`src/rtl/clock_pkg.sv`:
```
// Shared types and constants for the digital-clock timekeeping controller.
package clock_pkg;

    // Controller mode; encoding 2'd3 is unused and recovers to ST_RUN.
    typedef enum logic [1:0] {
        ST_RUN   = 2'd0,
        ST_SET_H = 2'd1,
        ST_SET_M = 2'd2
    } mode_t;

    localparam logic [7:0] HOUR_MAX_BCD = 8'h23;
    localparam logic [7:0] MIN_MAX_BCD  = 8'h59;

    // Next BCD value of a two-digit counter that wraps from max back to 00.
    function automatic logic [7:0] bcd_next(input logic [7:0] value, input logic [7:0] max);
        logic [7:0] result;
        if (value == max) begin
            result = 8'h00;
        end else if (value[3:0] == 4'd9) begin
            result = {value[7:4] + 4'd1, 4'd0};
        end else begin
            result = {value[7:4], value[3:0] + 4'd1};
        end
        return result;
    endfunction

endpackage

```
`src/rtl/bcd_mod_counter.sv`:
```
// Two-digit BCD counter that wraps at MAX; carry flags the wrapping increment.
module bcd_mod_counter
    import clock_pkg::*;
#(
    parameter logic [7:0] MAX = MIN_MAX_BCD
) (
    input  logic       clk,
    input  logic       rst,
    input  logic       inc,
    input  logic       clr,
    output logic [3:0] tens,
    output logic [3:0] units,
    output logic       carry
);

    logic [7:0] r_value;

    // Count register: clear has priority over increment.
    always_ff @(posedge clk or posedge rst) begin
        if (rst) begin
            r_value <= 8'h00;
        end else if (clr) begin
            r_value <= 8'h00;
        end else if (inc) begin
            r_value <= bcd_next(r_value, MAX);
        end else begin
            r_value <= r_value;
        end
    end

    assign tens  = r_value[7:4];
    assign units = r_value[3:0];
    assign carry = inc & (r_value == MAX);

endmodule

```
`src/rtl/clock_time_ctrl.sv`:
```
// Timekeeping and time-setting controller (HH:MM:SS in BCD, 24 h).
// Optional feature macro: HOURLY_CHIME_EN (one-cycle chime on each RUN-mode
// minute 59->00 rollover); without it chime is held at 0.
module clock_time_ctrl
    import clock_pkg::*;
#(
    parameter logic [7:0] HOUR_MAX = HOUR_MAX_BCD,
    parameter logic [7:0] MIN_MAX  = MIN_MAX_BCD
) (
    input  logic       clk,
    input  logic       rst,
    input  logic       sec_tick,
    input  logic       blink_tick,
    input  logic       btn_mode,
    input  logic       btn_inc,
    input  logic       btn_fmt,
    output logic [3:0] bcd_ht,
    output logic [3:0] bcd_hu,
    output logic [3:0] bcd_mt,
    output logic [3:0] bcd_mu,
    output logic [3:0] bcd_st,
    output logic [3:0] bcd_su,
    output logic       day_night,
    output logic [1:0] mode,
    output logic       blank_h,
    output logic       blank_m,
    output logic       chime
);

`ifdef HOURLY_CHIME_EN
    localparam logic CHIME_EN = 1'b1;
`else
    localparam logic CHIME_EN = 1'b0;
`endif

    mode_t r_mode;
    mode_t w_mode_next;
    logic  r_phase;
    logic  w_phase_next;
    logic  r_day_night;
    logic  r_blank_h;
    logic  r_blank_m;
    logic  r_chime;

    logic  w_run;
    logic  w_set_h;
    logic  w_set_m;
    logic  w_sec_inc;
    logic  w_sec_clr;
    logic  w_min_inc;
    logic  w_hour_inc;
    logic  w_sec_carry;
    logic  w_min_carry;
    logic  w_hour_carry;
    logic  w_chime_evt;

    assign w_run   = (r_mode == ST_RUN);
    assign w_set_h = (r_mode == ST_SET_H);
    assign w_set_m = (r_mode == ST_SET_M);

    // Time only advances in RUN; a mode press in a set state swallows btn_inc.
    assign w_sec_inc  = w_run & sec_tick;
    assign w_sec_clr  = w_set_m & btn_mode;
    assign w_min_inc  = (w_run & w_sec_carry) | (w_set_m & btn_inc & ~btn_mode);
    assign w_hour_inc = (w_run & w_min_carry) | (w_set_h & btn_inc & ~btn_mode);

    // Hour rollover always coincides with a minute rollover; both listed for clarity.
    assign w_chime_evt = w_run & (w_min_carry | w_hour_carry);

    bcd_mod_counter #(.MAX(MIN_MAX)) u_sec (
        .clk   (clk),
        .rst   (rst),
        .inc   (w_sec_inc),
        .clr   (w_sec_clr),
        .tens  (bcd_st),
        .units (bcd_su),
        .carry (w_sec_carry)
    );

    bcd_mod_counter #(.MAX(MIN_MAX)) u_min (
        .clk   (clk),
        .rst   (rst),
        .inc   (w_min_inc),
        .clr   (1'b0),
        .tens  (bcd_mt),
        .units (bcd_mu),
        .carry (w_min_carry)
    );

    bcd_mod_counter #(.MAX(HOUR_MAX)) u_hour (
        .clk   (clk),
        .rst   (rst),
        .inc   (w_hour_inc),
        .clr   (1'b0),
        .tens  (bcd_ht),
        .units (bcd_hu),
        .carry (w_hour_carry)
    );

    // Mode sequencing RUN -> SET_H -> SET_M -> RUN; unused encoding returns to RUN.
    always_comb begin
        w_mode_next = r_mode;
        case (r_mode)
            ST_RUN:   if (btn_mode) w_mode_next = ST_SET_H; else w_mode_next = ST_RUN;
            ST_SET_H: if (btn_mode) w_mode_next = ST_SET_M; else w_mode_next = ST_SET_H;
            ST_SET_M: if (btn_mode) w_mode_next = ST_RUN;   else w_mode_next = ST_SET_M;
            default:  w_mode_next = ST_RUN;
        endcase
    end

    // Blink phase: cleared on any mode change, in RUN and after an edit.
    always_comb begin
        w_phase_next = r_phase;
        if ((w_mode_next != r_mode) || (w_mode_next == ST_RUN)) begin
            w_phase_next = 1'b0;
        end else if (btn_inc) begin
            w_phase_next = 1'b0;
        end else if (blink_tick) begin
            w_phase_next = ~r_phase;
        end else begin
            w_phase_next = r_phase;
        end
    end

    // Control state and registered display-control outputs.
    always_ff @(posedge clk or posedge rst) begin
        if (rst) begin
            r_mode      <= ST_RUN;
            r_phase     <= 1'b0;
            r_day_night <= 1'b0;
            r_blank_h   <= 1'b0;
            r_blank_m   <= 1'b0;
            r_chime     <= 1'b0;
        end else begin
            r_mode      <= w_mode_next;
            r_phase     <= w_phase_next;
            r_day_night <= r_day_night ^ btn_fmt;
            r_blank_h   <= (w_mode_next == ST_SET_H) & w_phase_next;
            r_blank_m   <= (w_mode_next == ST_SET_M) & w_phase_next;
            r_chime     <= CHIME_EN & w_chime_evt;
        end
    end

    assign mode      = r_mode;
    assign day_night = r_day_night;
    assign blank_h   = r_blank_h;
    assign blank_m   = r_blank_m;
    assign chime     = r_chime;

endmodule

```
`config.mk`:
```
export PLATFORM = sky130hd
export DESIGN_NAME = clock_time_ctrl
export DESIGN_NICKNAME = d
export VERILOG_FILES = /design/src/rtl/clock_pkg.sv /design/src/rtl/bcd_mod_counter.sv /design/src/rtl/clock_time_ctrl.sv
export SDC_FILE = /design/constraint.sdc
export NUM_CORES = 1
export LEC_CHECK = 0
export CELL_PAD_IN_SITES_DETAIL_PLACEMENT = 0
export CELL_PAD_IN_SITES_GLOBAL_PLACEMENT = 1
export CORE_ASPECT_RATIO = 1.75
export CORE_UTILIZATION = 35
export CTS_CLUSTER_SIZE = 30
export DETAILED_ROUTE_END_ITERATION = 12
export PLACE_DENSITY_LB_ADDON = 0.1
export SYNTH_ARGS = -nofsm -noshare
export SYNTH_HDL_FRONTEND = slang
export SYNTH_SLANG_ARGS = --single-unit
export TNS_END_PERCENT = 1
```
`constraint.sdc`:
```
create_clock -name clk -period 2 [get_ports clk]
set_input_delay 0.4 -clock clk [delete_from_list [all_inputs] [get_ports clk]]
set_output_delay 0.4 -clock clk [all_outputs]
set_load 0.05 [all_outputs]
```
==> results.toml <==
[die]
initial_core_util_pct = 36.5
num_rows = 32
coreArea_um2 = 4400
dieWidth_um = 53.2
die-area_um2 = 4880
ioPinCount = 37
die_h_um = 91.6

[logic_synthesis]
synth-edff-count = 0
synth_top_area_share_pct = 46.7
yosysWarnings = 0
avgSynthCellArea_um2 = 10.4
yosys-top-cells-area = "dfrtp_1 47%, ha_1 9.3%, mux2_2 2.8%"
async_flop_share_pct = 100
syn-num-nets = 173
synth-seq-area-share_pct = 46.7
synth-main-ff-cell = "dfrtp_1"
synthCells = 154
synth_seq_cells = 30
synth_cell_types = 41
syn_area_um2 = 1610
yosysTopAreaCell = "dfrtp_1"

[sta]
worst_pin_slew_ps = 504
period_share_pct = 96.1
timing.final.max_slew_violations = 0
finClkSkew_ps = 5.85
setup_viol = 0
grt_setup_unrepaired = "no"
fin_crit_ps = 1920
max_freq_mhz = 520
slew_headroom_pct = 66.3
setup_slack_ps = 78.3
fin_setup_tns_ps = 0
hold_violations = 0

[drt]
drtIter0Drc = 10
drc_errors = 0
wirelength_um = 3390
firstDrtPassIters = 4
route.met2.wl_um = 1770
via_count = 1287
wl_per_cell_um = 13.3
met3WireLength_um = 158
antenna_left = 0
vias_per_cell = 5.05
wl_met1_um = 1400
highest_layer = "met4"

[cells_and_area]
stdcell_area_um2 = 2160
post-route-util_pct = 49.0
drive_above_1_share_pct = 21.6
mostFrequentLayoutCell = "dfrtp_1"
syn2layout_area_growth_pct = 34.3
mostFrequentLayoutCells = "25 x dfrtp_1, 23 x clkdlybuf4s50_1, 20 x buf_4, 12 x ha_1, 10 x inv_1"
num_antenna_cells = 0
nNetsFinal = 222
layout.cells.non_filler = 255

[clocking]
clockBufferDepth = 2
post-cts-setup-buffers = 0
root_buffer = "clkbuf_8"
clkSinkCount = 30
clkSlewWorstSetupHoldPaths_ps = 60
clkLatencyLatePin_ps = 280
cts_buffers = 5
cts_max_level = 2
cts_tree = "built"

[job]
max-cap-violations = 0

[global_route]
grt_max_degree = 31
overflow = 0
grt_usage_pct = 15.4
antenna_found_initial = 0
grt_pass1_wl_um = 5560
grt_pass1_vias = 1261

[min_path]
holdPathStages = 1
min-delay-path-class = "reg2reg"

[placement]
dpl-instance-area_um2 = 2060
port_buffers = 35
dp.cells = 247
gp_congestion = 0.717
dpl.hpwl_um = 2600
post-place-ws_ps = 9.32

[worst_setup_path]
critPathSlowestCell = "clkdlybuf4s50_1"
worst-path-buf-inv = 1
worstPathRequired_ps = 1600
max_stage_delay_ps = 830
r2r_cells = 6
criticalPathCategory = "reg2out"
crit_chain = "clkdlybuf4s50_1"
end_kind = "output port"
worst-path-stages = 1
cp.arrival_ps = 1520
critPathTopFamily = "buffers and inverters"
cp_max_fo = 5
cp-start-kind = "flip-flop"

[pwr]
ir_drop_mv = 0.698
powerDensity_nw_per_um2 = 1470
leakage_nw = 1.01

[run_status]
status = "complete, no violations"
## cell usage after synthesis (all sizes together), types with 4 or more instances
cell type and number:
ha 12, nor2 10, o21ai 11, nand3 8, a21oi 5, nand2 8, inv 10, nor2b 4
and3 4, xnor2 4, dfrtp 30, mux2 4, and3b 4
## final cells by class
class	instances	area, um^2
clock buffer	7	86.3
clock inverter	1	5.00
fill	434	2250
inverter	10	37.5
multi-input combinational	112	816
sequential	30	757
tap	51	63.8
timing repair buffer	44	393
## sequential cells by signal, summed over array words and instances (netlist names)
signal,flops
u_hour.r_value,8
blank_m,1
day_night,1
blank_h,1
r_phase,1
mode,2
u_sec.r_value,8
u_min.r_value,8
## logic make-up (layout without fill, tap and decap cells)
| kind of cell | after synthesis | in the layout | synth area share, % |
|---|---|---|---|
| compound gates | 29 | 29 | 11.6 |
| xor+xnor | 7 | 7 | 3.82 |
| fa+ha+maj | 12 | 12 | 9.35 |
| buf+inv | 12 | 62 | 3.04 |
| flops | 30 | 30 | 46.7 |
| mux | 7 | 7 | 4.67 |
| other cells | 1 | 1 | 0.233 |
| simple gates | 56 | 56 | 20.6 |
## stage by stage
step	hold WS, ps	power, mW
after CTS	471	3.22
final	469	3.17
after global routing	506	3.38
after global placement	452	2.66
after floorplan	473	2.12
after detailed placement	458	2.70
## final timing paths
path,startpoint,endpoint,slack [ps]
setup / recovery,u_hour.r_value[5]$_DFFE_PP0P_,bcd_ht[1],80
hold / removal,day_night$_DFF_PP0_,day_night$_DFF_PP0_,470
setup reg to reg,u_sec.r_value[0]$_DFFE_PP0P_,u_min.r_value[5]$_DFFE_PP0P_,120
hold reg to reg,day_night$_DFF_PP0_,day_night$_DFF_PP0_,470
max in group asynchronous,rst,u_min.r_value[0]$_DFFE_PP0P_,1190
min in group asynchronous,rst,u_sec.r_value[3]$_DFFE_PP0P_,500
## routing by layer
layer,GRT usage [%],vias to the layer above
met5,0,-
met4,5.92,0
met3,4.98,6
met2,25.5,27
met1,17.7,617
li1,-,637
## where the power goes
part	switching (mW)	internal, mW
Combinational	1.06	0.598
Sequential	0.216	0.796
Clock	0.224	0.277
Total	1.50	1.67
## repair_timing
item	CTS	global route
hold buffers	0	0
endpoints found under the setup margin	0	3
gates resized for setup	0	2
No activity file was read; power rests on OpenSTA's default activity.
